<file path="config.mk">
export PLATFORM = sky130hd
export DESIGN_NAME = post_core
export DESIGN_NICKNAME = d
export VERILOG_FILES = /design/src/rtl/post_core.sv
export SDC_FILE = /design/constraint.sdc
export NUM_CORES = 1
export LEC_CHECK = 0
export CAP_MARGIN = 20
export CORE_MARGIN = 8
export CORE_UTILIZATION = 49
export CTS_CLUSTER_DIAMETER = 120
export DETAILED_ROUTE_END_ITERATION = 8
export PLACE_DENSITY = 0.76
export SETUP_SLACK_MARGIN = 0.4
export SYNTH_ARGS = -nofsm -noshare
export SYNTH_HDL_FRONTEND = slang
export SYNTH_SLANG_ARGS = --single-unit
</file>
<file path="constraint.sdc">
create_clock -name CLK -period 2.45 [get_ports CLK]
set_clock_uncertainty 0.05 [all_clocks]
set_input_delay 0.49 -clock CLK [delete_from_list [all_inputs] [get_ports CLK]]
set_output_delay 0.49 -clock CLK [all_outputs]
set_load 0.005 [all_outputs]
</file>
<file path="src/rtl/post_core.sv">
`default_nettype none
// ============================================================================
// Module   : post_core
// Summary  : Post-Turing tape machine: 4-bit opcodes from a 256x4 code RAM
//            operating on a 256x1 tape RAM. Optional single-step mode is
//            enabled by defining POST_CORE_STEP_EN (adds input 'step').
// Revision : 1.0 - initial release
// ============================================================================
module post_core (
    input  logic       CLK,
    input  logic       RST,
    input  logic       start,
    input  logic       prg_mode,
`ifdef POST_CORE_STEP_EN
    input  logic       step,
`endif
    output logic [7:0] code_add,
    input  logic [3:0] code_din,
    output logic [7:0] data_add,
    input  logic       data_din,
    output logic       data_dout,
    output logic       data_we,
    output logic       busy,
    output logic       halted,
    output logic       err,
    output logic [7:0] pc,
    output logic [7:0] head
);

    localparam logic [3:0] c_OP_NOP   = 4'h0;
    localparam logic [3:0] c_OP_MARK  = 4'h1;
    localparam logic [3:0] c_OP_ERASE = 4'h2;
    localparam logic [3:0] c_OP_LEFT  = 4'h3;
    localparam logic [3:0] c_OP_RIGHT = 4'h4;
    localparam logic [3:0] c_OP_JMP   = 4'h5;
    localparam logic [3:0] c_OP_JZ    = 4'h6;
    localparam logic [3:0] c_OP_JNZ   = 4'h7;
    localparam logic [3:0] c_OP_HALT  = 4'hF;

    typedef enum logic [3:0] {
        S_IDLE     = 4'd0,
        S_FETCH    = 4'd1,
        S_DECODE   = 4'd2,
        S_WRITE    = 4'd3,
        S_FETCH_HI = 4'd4,
        S_LATCH_HI = 4'd5,
        S_FETCH_LO = 4'd6,
        S_LATCH_LO = 4'd7,
        S_STOP     = 4'd8
    } state_t;

    state_t     r_state;
    logic [3:0] r_op;
    logic       r_bit;
    logic [3:0] r_hi;

    logic       w_step_ok;
    logic [7:0] w_pc_inc;
    logic [7:0] w_head_dec;
    logic [7:0] w_head_inc;
    logic [7:0] w_target;
    logic       w_taken;

`ifdef POST_CORE_STEP_EN
    assign w_step_ok = step;
`else
    assign w_step_ok = 1'b1;
`endif

    assign w_pc_inc   = pc + 8'd1;
    assign w_head_dec = head - 8'd1;
    assign w_head_inc = head + 8'd1;
    // Low target nibble is consumed straight off the code bus in LATCH_LO.
    assign w_target   = {r_hi, code_din};
    assign w_taken    = (r_op == c_OP_JMP) ||
                        ((r_op == c_OP_JZ)  && !r_bit) ||
                        ((r_op == c_OP_JNZ) &&  r_bit);

    always_ff @(posedge CLK or posedge RST) begin
        if (RST) begin
            r_state   <= S_IDLE;
            r_op      <= 4'h0;
            r_bit     <= 1'b0;
            r_hi      <= 4'h0;
            pc        <= 8'h00;
            head      <= 8'h00;
            code_add  <= 8'h00;
            data_add  <= 8'h00;
            data_dout <= 1'b0;
            data_we   <= 1'b0;
            busy      <= 1'b0;
            halted    <= 1'b0;
            err       <= 1'b0;
        end else if (prg_mode) begin
            r_state  <= S_IDLE;
            code_add <= 8'h00;
            data_add <= 8'h00;
            data_we  <= 1'b0;
            busy     <= 1'b0;
        end else begin
            data_we <= 1'b0;
            case (r_state)
                S_IDLE, S_STOP: begin
                    if (start) begin
                        pc       <= 8'h00;
                        head     <= 8'h00;
                        code_add <= 8'h00;
                        data_add <= 8'h00;
                        halted   <= 1'b0;
                        err      <= 1'b0;
                        busy     <= 1'b1;
                        r_state  <= S_FETCH;
                    end
                end
                S_FETCH: begin
                    if (w_step_ok) begin
                        r_state <= S_DECODE;
                    end
                end
                S_DECODE: begin
                    r_op  <= code_din;
                    r_bit <= data_din;
                    pc    <= w_pc_inc;
                    case (code_din)
                        c_OP_NOP: begin
                            code_add <= w_pc_inc;
                            r_state  <= S_FETCH;
                        end
                        c_OP_LEFT: begin
                            head     <= w_head_dec;
                            data_add <= w_head_dec;
                            code_add <= w_pc_inc;
                            r_state  <= S_FETCH;
                        end
                        c_OP_RIGHT: begin
                            head     <= w_head_inc;
                            data_add <= w_head_inc;
                            code_add <= w_pc_inc;
                            r_state  <= S_FETCH;
                        end
                        c_OP_MARK, c_OP_ERASE: begin
                            data_we   <= 1'b1;
                            data_dout <= (code_din == c_OP_MARK);
                            data_add  <= head;
                            r_state   <= S_WRITE;
                        end
                        c_OP_JMP, c_OP_JZ, c_OP_JNZ: begin
                            code_add <= w_pc_inc;
                            r_state  <= S_FETCH_HI;
                        end
                        c_OP_HALT: begin
                            halted  <= 1'b1;
                            busy    <= 1'b0;
                            r_state <= S_STOP;
                        end
                        default: begin
                            err     <= 1'b1;
                            busy    <= 1'b0;
                            r_state <= S_STOP;
                        end
                    endcase
                end
                S_WRITE: begin
                    code_add <= pc;
                    r_state  <= S_FETCH;
                end
                S_FETCH_HI: begin
                    r_state <= S_LATCH_HI;
                end
                S_LATCH_HI: begin
                    r_hi     <= code_din;
                    pc       <= w_pc_inc;
                    code_add <= w_pc_inc;
                    r_state  <= S_FETCH_LO;
                end
                S_FETCH_LO: begin
                    r_state <= S_LATCH_LO;
                end
                S_LATCH_LO: begin
                    if (w_taken) begin
                        pc       <= w_target;
                        code_add <= w_target;
                    end else begin
                        pc       <= w_pc_inc;
                        code_add <= w_pc_inc;
                    end
                    r_state <= S_FETCH;
                end
                default: begin
                    busy    <= 1'b0;
                    r_state <= S_IDLE;
                end
            endcase
        end
    end

endmodule
`default_nettype wire

</file>
## Word level (Yosys, flattened, before mapping)

Cells that the tools add are included.

- Flip-flop bits (word level): 50
- Word-level logic and storage cells: 103
- Bits of input ports: 9

- Add/sub/neg operators: 3
- Multiplexer cells: 27
- Equal/unequal tests: 28
- Bitwise gates (word level): 1
- Reduce and logical (&&, ||, !) cells: 31

Operators with widths:

| operator | count |
|---|---|
| case mux 8 bit (2 select lines) | 3 |
| case mux 8 bit (3 select lines) | 2 |
| equality test 4 x 3 -> 1 bit, second input constant | 11 |
| two-way mux 8 bit | 5 |
| case mux 8 bit (5 select lines) | 1 |
| case mux 4 bit (7 select lines) | 1 |
| adder 8 x 1 -> 8 bit, second input constant | 2 |
| equality test 4 x 2 -> 1 bit, second input constant | 4 |
| AND reduction 3 bit | 5 |
| != test 3 bit, second input constant | 4 |
| case mux 4 bit (3 select lines) | 1 |
| AND reduction 4 bit | 3 |
| OR reduction 6 bit | 2 |
| two-way mux 1 bit | 9 |
| OR reduction 9 bit | 1 |
| equality test 4 x 1 -> 1 bit, second input constant | 2 |
| equality test 4 bit, second input constant | 2 |
| logical NOT 4 bit | 2 |
| two-way mux 4 bit | 2 |
| OR reduction 2 bit | 4 |
| OR reduction 8 bit | 1 |
| subtractor 8 x 1 -> 8 bit, second input constant | 1 |
| nonzero test 3 bit | 2 |
| nonzero test 6 bit | 1 |
| other kinds (12) | 19 |

## Depth between registers and ports, before layout

Gate-level depths: netlist of the first run.

- Depth after elaboration: 7
- Depth in mapped cells: 7

## Least setup slack after synthesis of the first run

OpenSTA, ideal clock, no wires.

- Path type: reg2reg
- From: register r_state[0]
- To: register code_add[3]
- Path buffers: 2
- Slack: 0.076 ns
- Arrival time: 2.198 ns
- Clock period less this slack: 2.374 ns
- Required time: 2.274 ns
- Stages on the path, launching flop included: 8
- Cell sequence: dfrtp_1 > or4b_1 > buf_2 > or4_4 > and3_4 > buf_6 > and3_1 > a221o_1

- Cells in the longest elaborated chain, start to end: 4

RTL lines:

| element | line | RTL |
|---|---|---|
| from (decl) | 52 | `state_t r_state;` |
| from (signal assigned) | 81 | `r_state <= S_IDLE;` |
| from (signal assigned) | 95 | `r_state <= S_IDLE;` |
| from (signal assigned) | 112 | `r_state <= S_FETCH;` |
| equality test 4 bit or logical NOT 4 bit (tied branches) | 102 | `case (r_state)` |
| OR reduction 2 bit | 102 |  |
| case mux 8 bit (5 select lines) (tied with other cells) | 102 |  |
| two-way mux 8 bit or AND reduction 3 bit (tied branches) | -- |  |
| to (signal assigned) | 126 | `code_add <= w_pc_inc;` |
| to (signal assigned) | 132 | `code_add <= w_pc_inc;` |
| to (signal assigned) | 138 | `code_add <= w_pc_inc;` |
| to (decl) | 17 | `output logic [7:0] code_add,` |

Several ways; a longest one is shown, not always the timed one.
A chain may end at the register's enable or synchronous reset.

## Final worst setup path of the first run

- From: register r_state[2]
- To: register code_add[3]

The elaborated chain is that of the path after synthesis.

==> key figures, run 1 <==
Logic synthesis
  • Synthesis Warnings: 0
  • Post-synthesis average cell area: 8.62 um^2
  • Post-synth EDFFs: 0
  • Post-synth top area share: 41.2%
  • Synthesized flop and latch total: 50
  • Main flop type after synthesis: sky130_fd_sc_hd__dfrtp_1
  • Proportion of synthesized chip area in sequential cells: 41.2%
  • Top area cells in the synthesized netlist: sky130_fd_sc_hd__dfrtp_1 (41%), sky130_fd_sc_hd__nand2_1 (5.4%), sky130_fd_sc_hd__nor3_1 (3.6%), sky130_fd_sc_hd__o21ai_0 (3.5%), sky130_fd_sc_hd__nor2_1 (3.3%)
  • Distinct cells, synth: 60
  • Most area-hungry cell type in the Yosys netlist: sky130_fd_sc_hd__dfrtp_1
  • Cell Area, Synth: 3030 um^2
  • Syn Nets: 364
  • Async set-reset flop share out of synthesis: 100%
  • Cell count after synthesis: 352

Die
  • Height of the die: 94.7 um
  • Die footprint: 8970 um^2
  • Ports: 46
  • Initial core utilization: 50.9%
  • Number of rows created at floorplan: 28
  • Area of the core region: 5960 um^2
  • Width of the die: 94.7 um

STA
  • Final hold violations: 0
  • Slew Limit Headroom: 60.3%
  • Unrepaired setup endpoints after global routing: true
  • Final hold slack: 433 ps
  • Transition time of the tightest slew-check pin: 594 ps
  • Share of the clock period used by the worst path: 89.8%
  • Number of max-slew violations in the final report: 0
  • Maximum clock rate: 454 MHz
  • Final Worst Setup Slack: 249 ps
  • Setup violations, final: 0
  • Final critical-path required period: 2200 ps

Placed design
  • Cell area after placement: 3790 um^2
  • Routability cong.: 0.946
  • Pre-CTS setup slack: -175 ps
  • HPWL after DPL: 6.36 mm
  • IO buf count: 45

Global routing
  • Highest-utilization routing layer at the global route stage: met2
  • Met3 layer usage reported by global route: 4.21%
  • Antenna violations before repair: 0
  • Global-route wire length before repair: 14.2 mm
  • Met2 Resource Use GR: 29.5%
  • GR Layer Usage met1: 27.1%
  • Number of global-route vias before repair: 2898
  • Grt total ovfl: 0
  • Total global-route track usage: 19.4%
  • Largest net degree at the start of global routing: 29

Routing
  • First-pass iteration count of the detailed router: 5
  • Post-detailed-route wirelength per cell: 17.3 um
  • Post-detailed-route via-to-cell ratio: 6.10
  • Total number of vias: 3098
  • Post-detailed-route count of antenna-violating nets: 0
  • Remaining DRCs: 0
  • Detailed-route wire length: 8.78 mm
  • DRT iter0 DRCs: 325

Pwr
  • VDD IR-drop max: 0.386 mV
  • Total Power Consumption: 2.28 mW
  • Power density over the cells: 552 nW/um^2
  • Static leakage: 1.85 nW

Clock network
  • Cts bufs inserted: 5
  • H-Tree Level Count: 2
  • Latest clock arrival within the worst-skew pair: 290 ps
  • Sinks on the clock net: 50
  • Clock root buffer master: sky130_fd_sc_hd__clkbuf_8
  • CTS tree: yes
  • Maximum buffer depth of the clock tree: 2
  • Clock edge transition at the registers on the reported setup and hold paths: 90 ps

Finish
  • Design Area, Final: 4140 um^2
  • ANT cells: 0
  • Util after Layout: 69.5%
  • Commonest non-fill, non-tap cell in the layout: sky130_fd_sc_hd__dfrtp_1
  • Net count reported at finish: 444
  • Share of cells above drive strength 1: 22.2%
  • Syn-to-layout area delta: 36.4%
  • Commonest cells after routing, fill and taps aside: sky130_fd_sc_hd__dfrtp_1 (49), sky130_fd_sc_hd__buf_4 (43), sky130_fd_sc_hd__nand2_1 (41)

Min path
  • Worst hold path stage count: 2
  • Path category of the worst min-delay check: register to register

Worst setup path
  • Largest fanout of any net on the critical path: 7
  • Class of the most critical setup path: register to register
  • Arrival time worst endpoint: 2340 ps
  • R2r worst-path depth: 5
  • Critical Path End Type: register
  • Worst Path Required: 2590 ps
  • Startpoint types: register

Job
  • Count of max-cap constraint violations: 0

Status
  • Run status: completed
## cell families (layout without fill, tap and decap cells)
family	count (synthesis)	after routing	share of synthesized area (%)
AOI/OAI and AO/OA	98	98	22.1
xor gates and xnor gates	16	16	4.62
adders and majority gates	3	3	1.24
buffers and inverters	33	114	4.41
DFF	50	50	41.2
muxes	7	7	2.56
and+or+nand+nor	145	145	23.8
## Yosys cell counts (all sizes together) (4+ instances only)
cell	count
and3	5
nor2	27
nand2b	7
xor2	9
o211ai	4
xnor2	7
a21oi	17
o31ai	8
inv	10
a22o	6
a32oi	4
a31oi	7
clkbuf	20
nor3	23
nand2	44
o21ai	22
mux2	6
or3	6
dfrtp	50
nand3	12
## registers in the layout, indices dropped and copies added, names as in the netlist
name / flops
code_add: 8
data_add: 8
head: 8
pc: 8
r_hi: 4
r_op: 4
r_state: 4
busy: 1
data_dout: 1
data_we: 1
err: 1
halted: 1
r_bit: 1
## area by class of cell
| cell class | instances | area (um^2) |
|---|---|---|
| inverter | 10 | 37.5 |
| sequential | 50 | 1250 |
| clock inverter | 1 | 30.0 |
| fill | 459 | 1820 |
| timing repair buffer | 96 | 885 |
| tap | 75 | 93.8 |
| clock buffer | 7 | 76.3 |
| multi-input combinational | 269 | 1760 |
## repair_timing
| action | CTS | global route |
|---|---|---|
| pin swaps | 4 | 4 |
| setup endpoints to repair | 24 | 36 |
| hold buffers | 0 | 0 |
| gates resized for setup | 25 | 21 |
| buffers inserted | 3 | 9 |
## metal layers
layer	up-vias	part of all wire (%)	routed length, um
met4	0	1.0	91
met2	153	45	3970
met5	-	0	0
li1	1447	-	-
met3	11	9.3	818
met1	1487	44	3900
## metrics by stage
| step | TNS (ps) | cells |
|---|---|---|
| final | 0 | 508 |
| after global routing | 0 | 508 |
| after CTS | 0 | 499 |
| after detailed placement | -1650 | 488 |
| after global placement | -1040 | 488 |
| after floorplan | 0 | 352 |
## worst paths after layout
kind,slack (ps),startpoint,to
max,250,r_state[2],code_add[3]
min,430,r_op[1],r_op[1]
max reg2reg,250,r_state[2],code_add[3]
min reg2reg,430,r_op[1],r_op[1]
max in group asynchronous,1330,RST,r_op[3]
min in group asynchronous,490,RST,data_add[4]
## worst max-delay path, cell delays in order, from the launching register on
cell	delay, ps
sky130_fd_sc_hd__dfrtp_1	380
sky130_fd_sc_hd__or4b_4	560
sky130_fd_sc_hd__or4_4	490
sky130_fd_sc_hd__and3_4	190
sky130_fd_sc_hd__and3_1	160
sky130_fd_sc_hd__a221o_1	260
## report_power, final
part	total, mW	switching, mW	internal (mW)
registers	0.960	0.0634	0.896
logic	0.757	0.442	0.316
clock network	0.566	0.260	0.306
Power figures use the tool's default switching activity.
==> run 2: changes to the inputs <==
==> constraint.sdc (replaced) <==
create_clock -name CLK -period 2.45 [get_ports CLK]
set_clock_uncertainty 0.05 [all_clocks]
set_input_delay 0.3675 -clock CLK [delete_from_list [all_inputs] [get_ports CLK]]
set_output_delay 0.3675 -clock CLK [all_outputs]
set_load 0.005 [all_outputs]
==> run 2 against run 1 <==
Routed wire length grew 3.5%. Count of clock-buffer cells in the layout is the same. Highest routed layer unchanged. Worst setup slack lost 17 ps.
==> key figures, run 2 (same netlist as run 1, synthesis figures left out) <==
Placed design
  • Routability cong.: 0.956 (+1.1%)
  • Placed cells: 482 (-1.2%)
  • HPWL after DPL: 6.40 mm (+0.58%)
  • IO buf count: 45 (unchanged)

Worst setup path
  • Startpoint types: register
  • Critical Path End Type: register
  • Worst reg2reg setup slack: 230 ps (-20 ps)
  • Largest fanout of any net on the critical path: 7 (unchanged)
  • Class of the most critical setup path: register to register
  • Worst Path Required: 2590 ps (about the same)
  • Arrival time worst endpoint: 2360 ps (+20 ps)

STA
  • Maximum clock rate: 451 MHz (-0.77%)
  • Unrepaired setup endpoints after global routing: true
  • Final critical-path required period: 2220 ps (+17.0 ps)
  • Share of the clock period used by the worst path: 90.5% (+0.69 points)
  • Transition time of the tightest slew-check pin: 571 ps (-22.6 ps)
  • Final hold violations: 0 (unchanged)
  • Slew Limit Headroom: 61.8% (+1.5 points)
  • Number of max-slew violations in the final report: 0 (unchanged)
  • Setup violations, final: 0 (unchanged)

Clock network
  • Maximum buffer depth of the clock tree: 2 (unchanged)
  • Latest clock arrival within the worst-skew pair: 300 ps (about the same)
  • Sinks on the clock net: 50 (unchanged)
  • CTS Hold Buffers Added: 0 (unchanged)
  • Cts bufs inserted: 5 (unchanged)
  • CTS tree: yes
  • Clock root buffer master: sky130_fd_sc_hd__clkbuf_8
  • H-Tree Level Count: 2 (unchanged)
  • Clock edge transition at the registers on the reported setup and hold paths: 90 ps (about the same)

Global routing
  • Total global-route track usage: 20.0% (+0.57 points)
  • Global-route wire length before repair: 14.3 mm (+1.3%)
  • Largest net degree at the start of global routing: 27 (-6.9%)
  • Antenna violations before repair: 0 (unchanged)
  • Number of global-route vias before repair: 2823 (-2.6%)
  • Grt total ovfl: 0 (unchanged)

Job
  • Count of max-cap constraint violations: 0 (unchanged)

Pwr
  • Total Power Consumption: 2.28 mW (-0.24%)
  • Share of total power in sequential cells: 42.0% (about the same)
  • Clock share of power: 24.9% (about the same)
  • Sw power: 0.772 mW (+0.86%)
  • VDD IR-drop max: 0.345 mV (-11%)
  • Switching share of power: 33.9% (+0.37 points)
  • Power density over the cells: 561 nW/um^2 (+1.7%)
  • Combinational share of power: 33.0% (-0.2 points)
  • Static leakage: 1.79 nW (-3.3%)
  • Internal power contribution: 1.51 mW (-0.79%)

Finish
  • Footprint of the flip-flops and latches: 1250 um^2 (about the same)
  • ANT cells: 0 (unchanged)
  • Non-filler cells, final: 504 (-0.79%)
  • Net count reported at finish: 440 (-0.90%)
  • Commonest cells after routing, fill and taps aside: sky130_fd_sc_hd__dfrtp_1 (50), sky130_fd_sc_hd__nand2_1 (44), sky130_fd_sc_hd__buf_4 (43)
  • Util after Layout: 68.2% (-1.3 points)
  • Number of fillers in the final layout: 485 (+5.7%)
  • Area taken by multi-input logic gates: 1740 um^2 (-1.2%)
  • Commonest non-fill, non-tap cell in the layout: sky130_fd_sc_hd__dfrtp_1
  • Share of cells above drive strength 1: 20.0% (-2.1 points)
  • Syn-to-layout area delta: 33.8%

Die
  • Height of the die: 94.7 um (unchanged)
  • Number of rows created at floorplan: 28 (unchanged)
  • Area of the core region: 5960 um^2 (unchanged)
  • Die footprint: 8970 um^2 (unchanged)
  • Initial core utilization: 50.9% (unchanged)
  • Width of the die: 94.7 um (unchanged)
  • Ports: 46 (unchanged)

Routing
  • Remaining DRCs: 0 (unchanged)
  • DRT iter0 DRCs: 233 (-28%)
  • Post-detailed-route via-to-cell ratio: 6.12 (+0.37%)
  • First-pass iteration count of the detailed router: 5 (unchanged)
  • Detailed-route wire length: 9.08 mm (+3.5%)
  • Post-detailed-route wirelength per cell: 18.0 um (+4.3%)
  • Total number of vias: 3085 (-0.42%)
  • Post-detailed-route count of antenna-violating nets: 0 (unchanged)

Min path
  • Path category of the worst min-delay check: input pin to asynchronous set/reset pin

Status
  • Run status: completed
-- run 2: cell count changes in the layout (fill, tap and decap cells not counted), moves of 2 or more --
cell / change
sky130_fd_sc_hd__buf_6: -3
sky130_fd_sc_hd__or3_1: +3
sky130_fd_sc_hd__or3_4: -3
sky130_fd_sc_hd__nand2_2: -3
sky130_fd_sc_hd__and3_4: +2
sky130_fd_sc_hd__nand2_1: +3
sky130_fd_sc_hd__and3_1: -2
-- run 2: worst paths after layout --
check / start / end / cells after the start
min reg2reg: r_bit / r_bit / 2
min in group CLK: r_bit / r_bit / 2
max: r_state[3] / code_add[3] / 5
min: RST / data_we / 2
max reg2reg: r_state[3] / code_add[3] / 5
max in group asynchronous: RST / err / 3
-- run 2: critical path, cell delays in order (launching register included) --
cell and delay [ps]:
sky130_fd_sc_hd__dfrtp_1 400, sky130_fd_sc_hd__or4b_4 550, sky130_fd_sc_hd__or4_4 500, sky130_fd_sc_hd__and3_4 200
sky130_fd_sc_hd__and3_4 170, sky130_fd_sc_hd__a221o_1 250
-- run 2: per-stage QoR --
stage	setup WS, ps	hold slack (ps)	setup TNS, ps	cell area (um^2)
final	232	370	0	4060
after global routing	205	419	0	4060
after CTS	234	392	0	3910
after detailed placement	-76.2	411	-93.5	3740
after global placement	34.3	409	0	3740
after floorplan	76.3	387	0	3040
-- run 2: what timing repair did --
item | 4_1_cts | 5_1_grt
resized for setup | 15 | 21
pin swaps | 2 | 4
setup buffers | 3 | 11
setup endpoints to repair | 18 | 28
-- run 2: final cells by class --
class,count,area share (%)
Sequential cell,50,30.8
Timing Repair Buffer,92,20.4
Inverter,10,0.925
Tap cell,75,2.31
Clock buffer,7,1.88
Clock inverter,1,0.740
Multi-Input combinational cell,269,42.9
-- run 2: power groups by stage --
stage | clock network [mW] | logic (mW) | registers [mW]
floorplan | 0 | 0.459 | 0.958
global placement | 0 | 0.673 | 0.969
finish | 0.568 | 0.752 | 0.958
detailed placement | 0 | 0.682 | 0.971
CTS | 0.582 | 0.703 | 0.956
global route | 0.612 | 0.826 | 0.965
-- run 2: layer usage --
metal	GRT usage [%]	part of all wire (%)	vias up
met5	0	0	-
met4	7.67	1.9	0
met3	3.49	7.8	18
met2	30.9	47	158
met1	27.2	43	1468
li1	-	-	1441
==> run 3: changes to the inputs <==
--- a/config.mk
+++ b/config.mk
@@ -7,11 +7,12 @@
 export LEC_CHECK = 0
 export CAP_MARGIN = 20
 export CORE_MARGIN = 8
-export CORE_UTILIZATION = 49
+export CORE_UTILIZATION = 54
 export CTS_CLUSTER_DIAMETER = 120
 export DETAILED_ROUTE_END_ITERATION = 8
-export PLACE_DENSITY = 0.76
+export PLACE_DENSITY = 0.8
 export SETUP_SLACK_MARGIN = 0.4
 export SYNTH_ARGS = -nofsm -noshare
 export SYNTH_HDL_FRONTEND = slang
 export SYNTH_SLANG_ARGS = --single-unit
+export TNS_END_PERCENT = 5
==> constraint.sdc (replaced) <==
create_clock -name CLK -period 2.5 [get_ports CLK]
set_clock_uncertainty 0.05 [all_clocks]
set_input_delay 0.375 -clock CLK [delete_from_list [all_inputs] [get_ports CLK]]
set_output_delay 0.375 -clock CLK [all_outputs]
set_load 0.005 [all_outputs]
==> run 3 against run 2 <==
Fmax decreased by 2.5%. Power shrank 6.9%. Largest power group unchanged. Combinational power decreased by 11%. Cell count is 4.8% lower.
==> key figures, run 3 (same netlist as run 1, synthesis figures left out) <==
Routing
  • Remaining DRCs: 0 (unchanged)
  • Post-detailed-route via-to-cell ratio: 6.35 (+3.7%)
  • Detailed-route wire length: 8.40 mm (-7.6%)
  • DRT iter0 DRCs: 263 (+13%)
  • Post-detailed-route wirelength per cell: 17.5 um (-3.0%)
  • Total number of vias: 3046 (-1.3%)
  • DRT met1 WL: 3.38 mm (-14%)
  • Post-detailed-route count of antenna-violating nets: 0 (unchanged)
  • Top routing layer used: met4
  • Sum of met2 wire segment lengths after detailed routing: 4.15 mm (-2.9%)
  • First-pass iteration count of the detailed router: 5 (unchanged)
  • Wire length on met3: 738 um (+4.4%)

Worst setup path
  • Worst path max stage delay: 570 ps (+20 ps)
  • Start of the worst register-to-register path: r_state[3]
  • Critical Path End Type: register
  • Crit path max-delay cell type: sky130_fd_sc_hd__or4b_4
  • Class of the most critical setup path: register to register
  • Worst Path Required: 2650 ps (+60 ps)
  • CP cell instances: or4b_4, or4_4, and3_4, and3_1, a221o_1
  • Startpoint types: register
  • Largest fanout of any net on the critical path: 7 (unchanged)
  • Worst setup path startpoint: r_state[3]
  • Arrival time worst endpoint: 2430 ps (+70 ps)

Placed design
  • Pre-CTS setup slack: -65.6 ps (+10.6 ps)
  • Cell area after placement: 3670 um^2 (-1.7%)
  • IO buf count: 45 (unchanged)
  • Placed cells: 472 (-2.1%)
  • HPWL after DPL: 6.22 mm (-2.9%)
  • Routability cong.: 0.968 (+1.2%)

Global routing
  • Grt total ovfl: 0 (unchanged)
  • Total global-route track usage: 20.1% (+0.15 points)
  • Global-route wire length before repair: 14.1 mm (-1.8%)
  • Antenna violations before repair: 0 (unchanged)
  • Number of global-route vias before repair: 2931 (+3.8%)
  • Largest net degree at the start of global routing: 35 (+30%)

Pwr
  • Combinational share of power: 31.4% (-1.6 points)
  • VDD IR-drop max: 0.277 mV (-20%)
  • Sw power: 0.754 mW (-2.4%)
  • Clock share of power: 24.3% (-0.6 points)
  • Switching share of power: 35.5% (+1.6 points)
  • Total Power Consumption: 2.12 mW (-6.9%)
  • Internal power contribution: 1.37 mW (-9.1%)
  • Static leakage: 1.64 nW (-8.8%)
  • Power density over the cells: 560 nW/um^2 (-0.19%)
  • Share of total power in sequential cells: 44.3% (+2.3 points)

Finish
  • Number of fillers in the final layout: 464 (-4.3%)
  • Util after Layout: 69.2% (+1.1 points)
  • Share of cells above drive strength 1: 13.2% (-6.8 points)
  • Commonest cells after routing, fill and taps aside: sky130_fd_sc_hd__dfrtp_1 (50), sky130_fd_sc_hd__clkdlybuf4s50_1 (45), sky130_fd_sc_hd__nand2_1 (44)
  • Footprint of the flip-flops and latches: 1250 um^2 (unchanged)
  • Area taken by multi-input logic gates: 1670 um^2 (-4.5%)
  • Non-filler cells, final: 480 (-4.8%)
  • Syn-to-layout area delta: 24.9%
  • ANT cells: 0 (unchanged)
  • Design Area, Final: 3790 um^2 (-6.7%)
  • Net count reported at finish: 419 (-4.8%)
  • Commonest non-fill, non-tap cell in the layout: sky130_fd_sc_hd__dfrtp_1

Status
  • Run status: completed

STA
  • Final hold violations: 0 (unchanged)
  • Fin Setup TNS: 0 ps (unchanged)
  • Slew Limit Headroom: 45.8% (-16 points)
  • Final Worst Setup Slack: 226 ps (-6.14 ps)
  • Final critical-path required period: 2270 ps (+56.1 ps)
  • Transition time of the tightest slew-check pin: 812 ps (+241 ps)
  • Share of the clock period used by the worst path: 91.0% (+0.43 points)
  • Final hold slack: 437 ps (+66.6 ps)
  • Number of max-slew violations in the final report: 0 (unchanged)
  • Maximum clock rate: 440 MHz (-2.5%)
  • Unrepaired setup endpoints after global routing: true
  • Setup violations, final: 0 (unchanged)

Die
  • Ports: 46 (unchanged)
  • Die footprint: 8270 um^2 (-7.7%)
  • Width of the die: 91.0 um (-3.9%)
  • Initial core utilization: 55.4% (+4.5 points)
  • Number of rows created at floorplan: 27 (-3.6%)
  • Area of the core region: 5470 um^2 (-8.1%)
  • Height of the die: 91.0 um (-3.9%)

Clock network
  • H-Tree Level Count: 2 (unchanged)
  • Sinks on the clock net: 50 (unchanged)
  • Latest clock arrival within the worst-skew pair: 310 ps (about the same)
  • CTS tree: yes
  • Clock root buffer master: sky130_fd_sc_hd__clkbuf_8
  • CTS Hold Buffers Added: 0 (unchanged)
  • Maximum buffer depth of the clock tree: 2 (unchanged)
  • Cts bufs inserted: 5 (unchanged)
  • Post-CTS Repair Setup Buffers: 0 (-3)
  • Clock edge transition at the registers on the reported setup and hold paths: 100 ps (about the same)

Job
  • Count of max-cap constraint violations: 0 (unchanged)

Min path
  • Startpoint of the most critical hold path: r_bit
  • Path category of the worst min-delay check: register to register
run 3: cell count changes in the layout (fill, tap and decap cells not counted), moves of 3 or more:
cell / delta
sky130_fd_sc_hd__a21oi_1: +4
sky130_fd_sc_hd__a21oi_2: -3
sky130_fd_sc_hd__buf_4: -17
sky130_fd_sc_hd__buf_6: -4
sky130_fd_sc_hd__clkdlybuf4s50_1: +4
sky130_fd_sc_hd__dlymetal6s2s_1: -4
sky130_fd_sc_hd__o21ai_0: +5
sky130_fd_sc_hd__o21ai_1: -5
run 3: what timing repair did:
action                                  in CTS  in global routing
resized for setup                            2                  4
endpoints found under the setup margin      20                 27
pin swaps                                    0                  0
run 3: per-layer routing:
layer  vias up  track usage (%)
li1       1400                -
met1      1466             24.7
met2       160             34.0
met3        20             4.53
met4         0             6.55
met5         -                0
run 3: area by class of cell:
type / count / area share (%)
multi-input combinational: 269 / 44.0
sequential: 50 / 33.0
timing repair buffer: 71 / 17.0
tap: 72 / 2.38
clock buffer: 6 / 2.18
inverter: 10 / 0.991
clock inverter: 2 / 0.429
run 3: final timing paths:
| check | to | slack (ps) | depth (start not counted) |
|---|---|---|---|
| worst max-delay path | code_add[4] | 230 | 5 |
| worst min-delay path | r_bit | 440 | 2 |
| worst max register to register | code_add[4] | 230 | 5 |
| worst min register to register | r_bit | 440 | 2 |
| max in group asynchronous | data_we | 1320 | 3 |
| min in group asynchronous | pc[6] | 450 | 2 |
run 3: power by group through the flow:
stage	clock (mW)	combinational [mW]	sequential [mW]
2_1_floorplan	0	0.449	0.939
3_3_place_gp	0	0.636	0.950
3_5_place_dp	0	0.647	0.954
4_1_cts	0.523	0.656	0.937
5_1_grt	0.552	0.730	0.948
6_report	0.516	0.667	0.940
run 3: worst max-delay path, delay by kind of cell (launching register included):
kind,cells,cell delay (ps)
simple gates,4,1480
compound gates,1,260
flops,1,390
